## config.mk

```make
export PLATFORM = sky130hd
export DESIGN_NAME = mem_arbiter_flat
export DESIGN_NICKNAME = d
export VERILOG_FILES = /design/src/rtl/mem_arbiter_if.sv /design/src/rtl/mem_arbiter.sv /design/src/flat_wrapper.sv
export SDC_FILE = /design/constraint.sdc
export NUM_CORES = 1
export LEC_CHECK = 0
export ABC_AREA = 1
export CORE_ASPECT_RATIO = 0.7
export CORE_MARGIN = 4
export CORE_UTILIZATION = 37
export DETAILED_ROUTE_END_ITERATION = 16
export HOLD_SLACK_MARGIN = 0.12
export MAX_ROUTING_LAYER = met4
export PLACE_DENSITY = 0.95
export SKIP_CTS_REPAIR_TIMING = 1
export SLEW_MARGIN = 20
export SYNTH_ARGS = -nofsm -noshare
export SYNTH_HDL_FRONTEND = slang
export SYNTH_SLANG_ARGS = --single-unit
export TNS_END_PERCENT = 5
```

## constraint.sdc

```tcl
create_clock -name clk -period 3.2 [get_ports clk]
set_input_delay 0.96 -clock clk [delete_from_list [all_inputs] [get_ports clk]]
set_output_delay 0.96 -clock clk [all_outputs]
set_load 0.02 [all_outputs]
```

## src/rtl/mem_arbiter_if.sv

```systemverilog
// rtl/mem_arbiter_if.sv - fetch/data requester and memory port bundle for mem_arbiter
interface mem_arbiter_if #(
    parameter int ADDR_W = 32,
    parameter int DATA_W = 32
) ();
    logic              if_req;
    logic [ADDR_W-1:0] if_addr;
    logic              if_ack;
    logic [DATA_W-1:0] if_rdata;

    logic              d_req;
    logic              d_write;
    logic [ADDR_W-1:0] d_addr;
    logic [DATA_W-1:0] d_wdata;
    logic              d_ack;
    logic [DATA_W-1:0] d_rdata;

    logic [ADDR_W-1:0] mem_address;
    logic [DATA_W-1:0] mem_data_in;
    logic              mem_write;
    logic [DATA_W-1:0] mem_data_out;

    // CPU stages and the memory block together form the master side
    modport master (
        output if_req, if_addr, d_req, d_write, d_addr, d_wdata, mem_data_out,
        input  if_ack, if_rdata, d_ack, d_rdata, mem_address, mem_data_in, mem_write
    );

    // The arbiter sits in the middle and serves both sides
    modport slave (
        input  if_req, if_addr, d_req, d_write, d_addr, d_wdata, mem_data_out,
        output if_ack, if_rdata, d_ack, d_rdata, mem_address, mem_data_in, mem_write
    );
endinterface

```

## src/rtl/mem_arbiter.sv

```systemverilog
// rtl/mem_arbiter.sv - round-robin fetch/data arbiter for the single memory port (optional MEM_ARB_STATS_EN counters)
module mem_arbiter #(
    parameter int MEM_LATENCY = 1,
    parameter int ADDR_W      = 32,
    parameter int DATA_W      = 32
) (
    input  logic         clk,
    input  logic         reset,
    mem_arbiter_if.slave bus
`ifdef MEM_ARB_STATS_EN
    ,
    output logic [31:0]  stat_if_grants,
    output logic [31:0]  stat_d_grants,
    output logic [31:0]  stat_contention
`endif
);

    localparam int CNT_W = $clog2(MEM_LATENCY) + 1;
    localparam logic [CNT_W-1:0] CNT_LAST = CNT_W'(MEM_LATENCY - 1);

    typedef enum logic [1:0] {
        IDLE,
        ACCESS,
        RESP
    } state_t;

    state_t           state;
    logic [CNT_W-1:0] cnt;
    logic             last_grant_d;  // 1 when the data port won the most recent grant
    logic             gnt_d;         // port being served: 1 = data, 0 = fetch
    logic             any_req;
    logic             grant_d;       // winner if a grant happens this cycle

    assign any_req = bus.if_req | bus.d_req;
    // On contention the port that did not win last time goes next
    assign grant_d = bus.d_req & (~bus.if_req | ~last_grant_d);

    // Read data is forwarded from memory only to the port being acked
    assign bus.if_rdata = bus.if_ack ? bus.mem_data_out : {DATA_W{1'b0}};
    assign bus.d_rdata  = bus.d_ack  ? bus.mem_data_out : {DATA_W{1'b0}};

    // Grant / access / respond sequencer with registered memory strobes and acks
    always_ff @(posedge clk) begin
        if (reset) begin
            state           <= IDLE;
            cnt             <= '0;
            last_grant_d    <= 1'b1;
            gnt_d           <= 1'b0;
            bus.if_ack      <= 1'b0;
            bus.d_ack       <= 1'b0;
            bus.mem_write   <= 1'b0;
            bus.mem_address <= {ADDR_W{1'b0}};
            bus.mem_data_in <= {DATA_W{1'b0}};
        end else begin
            case (state)
                IDLE: begin
                    if (any_req) begin
                        state        <= ACCESS;
                        cnt          <= '0;
                        gnt_d        <= grant_d;
                        last_grant_d <= grant_d;
                        if (grant_d) begin
                            bus.mem_address <= bus.d_addr;
                            bus.mem_data_in <= bus.d_wdata;
                            bus.mem_write   <= bus.d_write;
                        end else begin
                            bus.mem_address <= bus.if_addr;
                            bus.mem_write   <= 1'b0;
                        end
                    end
                end
                ACCESS: begin
                    // Write strobe only lives for the first access cycle
                    bus.mem_write <= 1'b0;
                    cnt           <= cnt + 1'b1;
                    if (cnt == CNT_LAST) begin
                        state      <= RESP;
                        bus.if_ack <= ~gnt_d;
                        bus.d_ack  <= gnt_d;
                    end
                end
                RESP: begin
                    // Unconditional return to IDLE keeps a lingering req from being regranted
                    bus.if_ack <= 1'b0;
                    bus.d_ack  <= 1'b0;
                    state      <= IDLE;
                end
                default: begin
                    state <= IDLE;
                end
            endcase
        end
    end

`ifdef MEM_ARB_STATS_EN
    // Grant and contention counters, free-running modulo 2^32
    always_ff @(posedge clk) begin
        if (reset) begin
            stat_if_grants  <= '0;
            stat_d_grants   <= '0;
            stat_contention <= '0;
        end else if (state == IDLE) begin
            if (any_req && grant_d) begin
                stat_d_grants <= stat_d_grants + 32'd1;
            end
            if (any_req && !grant_d) begin
                stat_if_grants <= stat_if_grants + 32'd1;
            end
            if (bus.if_req && bus.d_req) begin
                stat_contention <= stat_contention + 32'd1;
            end
        end
    end
`endif

endmodule
```

## src/flat_wrapper.sv

```systemverilog
// flat-port wrapper written by rule: the top's interface ports become plain ports
module mem_arbiter_flat 
#(
    parameter int MEM_LATENCY = 1,
    parameter int ADDR_W      = 32,
    parameter int DATA_W      = 32
)
  (clk, reset, bus_if_req, bus_if_addr, bus_d_req, bus_d_write, bus_d_addr, bus_d_wdata, bus_mem_data_out, bus_if_ack, bus_if_rdata, bus_d_ack, bus_d_rdata, bus_mem_address, bus_mem_data_in, bus_mem_write);
  mem_arbiter_if #(.ADDR_W(ADDR_W), .DATA_W(DATA_W)) bus_i ();
  input  logic clk;
  input  logic reset;
  input wire logic [$bits(bus_i.if_req)-1:0] bus_if_req;
  input wire logic [$bits(bus_i.if_addr)-1:0] bus_if_addr;
  input wire logic [$bits(bus_i.d_req)-1:0] bus_d_req;
  input wire logic [$bits(bus_i.d_write)-1:0] bus_d_write;
  input wire logic [$bits(bus_i.d_addr)-1:0] bus_d_addr;
  input wire logic [$bits(bus_i.d_wdata)-1:0] bus_d_wdata;
  input wire logic [$bits(bus_i.mem_data_out)-1:0] bus_mem_data_out;
  output wire logic [$bits(bus_i.if_ack)-1:0] bus_if_ack;
  output wire logic [$bits(bus_i.if_rdata)-1:0] bus_if_rdata;
  output wire logic [$bits(bus_i.d_ack)-1:0] bus_d_ack;
  output wire logic [$bits(bus_i.d_rdata)-1:0] bus_d_rdata;
  output wire logic [$bits(bus_i.mem_address)-1:0] bus_mem_address;
  output wire logic [$bits(bus_i.mem_data_in)-1:0] bus_mem_data_in;
  output wire logic [$bits(bus_i.mem_write)-1:0] bus_mem_write;
  assign bus_i.if_req = bus_if_req;
  assign bus_i.if_addr = bus_if_addr;
  assign bus_i.d_req = bus_d_req;
  assign bus_i.d_write = bus_d_write;
  assign bus_i.d_addr = bus_d_addr;
  assign bus_i.d_wdata = bus_d_wdata;
  assign bus_i.mem_data_out = bus_mem_data_out;
  assign bus_if_ack = bus_i.if_ack;
  assign bus_if_rdata = bus_i.if_rdata;
  assign bus_d_ack = bus_i.d_ack;
  assign bus_d_rdata = bus_i.d_rdata;
  assign bus_mem_address = bus_i.mem_address;
  assign bus_mem_data_in = bus_i.mem_data_in;
  assign bus_mem_write = bus_i.mem_write;
  mem_arbiter #(.MEM_LATENCY(MEM_LATENCY), .ADDR_W(ADDR_W), .DATA_W(DATA_W)) u_core (.clk(clk), .reset(reset), .bus(bus_i));
endmodule
```

-- Word level (Yosys, flattened, before mapping)
Cells that the tools add are included.
- register bits after elaboration: 72
- latch bits: 0
- memory bits (writable): 0
- memory bits (read-only): 0
- output and inout bits: 131
- word-level logic and storage cells: 43
- memories: 0
- add/subtract/negate cells: 1
- $mul: 0
- divide/modulo/power cells: 0
- $lt $le $gt $ge: 0
- equal/unequal tests: 4
- shifts and indexed selects: 0
- mux-type cells: 15
- bitwise operators: 6
- reductions and logical operators: 8
- operators by type and width (operator ; count):
    two-way mux 32 bit ; 3
    one-hot mux 1 bit (2 select lines) ; 4
    AND reduction 2 bit ; 4
    two-way mux 1 bit ; 5
    two-way mux 2 bit ; 2
    one-hot mux 2 bit (2 select lines) ; 1
    nonzero test 2 bit ; 2
    inverter 1 bit ; 3
    AND reduction 3 bit ; 1
    equality test 2 x 1 -> 1 bit (second input constant) ; 1
    equality test 2 bit (second input constant) ; 1
    zero test 2 bit ; 1
    inequality test 2 x 1 -> 1 bit (second input constant) ; 1
    inequality test 2 bit (second input constant) ; 1
    OR 1 bit ; 2
    adder 1 bit (second input constant) ; 1
    AND 1 bit ; 1

-- Longest topological paths before layout
- depth in word-level cells: 6
- mapped depth: 8
- mapped depth without buffers: 6

-- Worst setup path before layout
No wires, ideal clock.
- path kind: input to output
- from: in bus_mem_data_out[10]
- to: out bus_d_rdata[10]
- arrival: 1148 ps
- required time: 2240 ps
- path slack: 1092 ps
- cell stages on the path: 2
- buffers on the path: 0
- cells stage by stage: nand2_1 > inv_1
- word-level cells in the longest chain between the ends: 1
- ends and longest elaborated chain (element ; line ; text):
    start, declared ; flat_wrapper.sv:18 ; input wire logic [$bits(bus_i.mem_data_out)-1:0] bus_mem_data_out;
    two-way mux 32 bit ; mem_arbiter.sv:40 ; assign bus.d_rdata = bus.d_ack ? bus.mem_data_out : {DATA_W{1'b0}};
    end, declared ; flat_wrapper.sv:22 ; output wire logic [$bits(bus_i.d_rdata)-1:0] bus_d_rdata;
Every way passes these cells.

-- Worst setup path in the final report
- from: in bus_mem_data_out[8]
- to: out bus_d_rdata[8]
Same word-level chain as after synthesis.

==> metrics.md <==
| Metric | Value |
|---|---|
| HP Class | register to register |
| CORE AREA | 9216 um^2 |
| Sink Count | 72 |
| Most frequent cells in the layout | clkdlybuf4s50_1, nor2_1, nand2_1 |
| Dpl cells | 959 |
| Synth top area cells | dfxtp_1, nor2_1, nand2_1 |
| Drt first pass iters | 5 |
| Cell variety after synth | 16 |
| Setup Skew | 0.008052 ns |
| Register bit total from synthesis | 72 |
| Post-route insts no fill | 975 |
| WS Path Type | input pin to output port |
| Post-synth top area share | 40.63% |
| Most common cell after layout, fill and taps aside | clkdlybuf4s50_1 |
| Clock-pin slew on the worst setup and hold paths | 0.05 ns |
| Fin. Hold Viols | 0 |
| Max IR drop VDD | 0.4167 mV |
| Post-Route WL | 12.54 mm |
| Initial antenna violation count | 0 |
| Worst relative slew slack | 74.15% |
| Antenna violation net count after detailed routing | 0 |
| Gr ovfl total | 0 |
| Die Span Y | 89.92 um |
| CTS tree | built |
| Final setup fails | 0 |
| Initial Utilization | 38.49% |
| Drt drc | 0 |
| Rows | 29 |
| Largest area contributor in the netlist | dfxtp_1 |
| Drt wl/cell | 12.86 um |
| Ports | 264 |
| CTS buffer count | 9 |
| Share of cells above drive strength 1 | 3.878% |
| Tmin final | 3.183 ns |
| Mapped cell area | 3547 um^2 |
| GRT Util Overall | 21.44% |
| Maximum fanout along the worst path | 2 |
| Register area share after synthesis | 40.63% |
| Max-slew violations | 0 |
| Final period util | 99.46% |
| Pin count of the biggest net entering global routing | 67 |
| Area after DPL | 6304 um^2 |
| Worst-Margin Slew | 0.3868 ns |
| F_max | 314.2 MHz |
| Root Driver | clkbuf_16 |
| Static Leak | 3.361 nW |
| Power Density | 465.8 nW/um^2 |
| R2r setup slk | 1.74 ns |
| Post-synthesis area per instance | 5.972 um^2 |
| Worst-Skew Late Latency | 0.32 ns |
| Vias | 4,307 |
| DIE WIDTH | 125.0 um |
| Filler cells | 734 |
| H-tree depth | 3 |
| CP startpoint kind | input pin |
| Final nets | 979 |
| Tot Pwr | 3.081 mW |
| Final HPWL DP | 9.868 mm |
| Final instance area | 6615 um^2 |
| Ys Warns | 0 |
| Initial drt markers | 159 |
| Number of diodes | 0 |
| FF/Latch Area | 1441 um^2 |
| Port bufs | 263 |
| Max clock buf depth | 2 |
| Die area | 11,240 um^2 |
| Mapped Cells | 594 |
| Final worst slack | 0.01718 ns |
| Max-cap violations | 0 |
| Multi-input gate area | 1556 um^2 |
| Pre-CTS setup slack | 0.02956 ns |
| Synthesized net count | 727 |
| Status | finished, final reports clean |
| Vias per cell | 4.417 |
| Gpl congestion | 0.8432 |
| Critical Path End Type | output port |
| Vias in the first global route | 3,929 |
| WP data arrival | 2.22 ns |
| First-pass GRT wire length | 19.35 mm |
| WP data required | 2.24 ns |
| Area growth syn-to-layout | 86.49% |
## layout make-up
| class | instances | share of cell area [%] |
|---|---|---|
| Multi-Input combinational cell | 384 | 23.53 |
| Clock buffer | 10 | 3.613 |
| Timing Repair Buffer | 275 | 41.84 |
| Inverter | 104 | 5.901 |
| Tap cell | 124 | 2.345 |
| Clock inverter | 6 | 0.9835 |
| Sequential cell | 72 | 21.79 |
## layer usage
layer | track usage [%] | wire length (um)
met5 | - | 0
met4 | 4.964 | 218
met3 | 6.813 | 916
met2 | 37.48 | 6237
met1 | 24.02 | 5163
## logic make-up (layout without fill, tap and decap cells)
logic type,Yosys count,in the layout,synth area share [%]
buffers and inverters,138,395,15.56
AO/OA/AOI/OAI,70,70,9.877
flip-flops,72,72,40.63
AND/OR/NAND/NOR,314,314,33.93
## state kept, by name, summed over array words and instances, names as in the netlist
name / count
u_core.bus.mem_write: 1
u_core.bus.d_ack: 1
u_core.bus.mem_address: 32
u_core.state: 2
u_core.bus.if_ack: 1
u_core.cnt: 1
u_core.gnt_d: 1
u_core.bus.mem_data_in: 32
u_core.last_grant_d: 1
## worst paths after layout
| path | from | end | cells past startpoint |
|---|---|---|---|
| worst min-delay path | u_core.gnt_d$_SDFFE_PP0P_ | u_core.gnt_d$_SDFFE_PP0P_ | 2 |
| worst max-delay path | bus_mem_data_out[8] | bus_d_rdata[8] | 4 |
| worst min register to register | u_core.gnt_d$_SDFFE_PP0P_ | u_core.gnt_d$_SDFFE_PP0P_ | 2 |
| worst max register to register | u_core.state[0]$_SDFFE_PP0P_ | u_core.bus.mem_address[24]$_SDFFE_PP0P_ | 7 |
## power breakdown
group	internal, mW	switching, mW	leakage [nW]
Sequential	0.998	0.0475	0.595
Combinational	0.504	0.530	2.62
Clock	0.627	0.375	0.149
## through the flow
stage          setup TNS (ns)  hold slack [ns]  util (%)
3_3_place_gp                0           0.4462     68.40
3_5_place_dp                0           0.4500     68.40
5_1_grt              -0.01637           0.4680     71.78
6_report                    0           0.4568     71.78
2_1_floorplan               0           0.4287         -
4_1_cts                     0           0.4593     71.69
## worst max-delay path: stages
cell and delay [ns]:
clkdlybuf4s50_1 0.51, nand2_1 0.07, inv_1 0.07, clkdlybuf4s50_1 0.61
## cells in the mapped netlist
master / number
nor2_2: 1
buf_2: 12
o21ai_0: 52
nand3_1: 4
nor2_1: 165
nor2_4: 1
inv_2: 1
o21ai_1: 12
nand2_1: 141
dfxtp_1: 72
clkbuf_1: 17
buf_4: 5
inv_1: 103
nand3_2: 1
a21oi_1: 6
nand3b_1: 1
(Power assumes the default switching activity.)
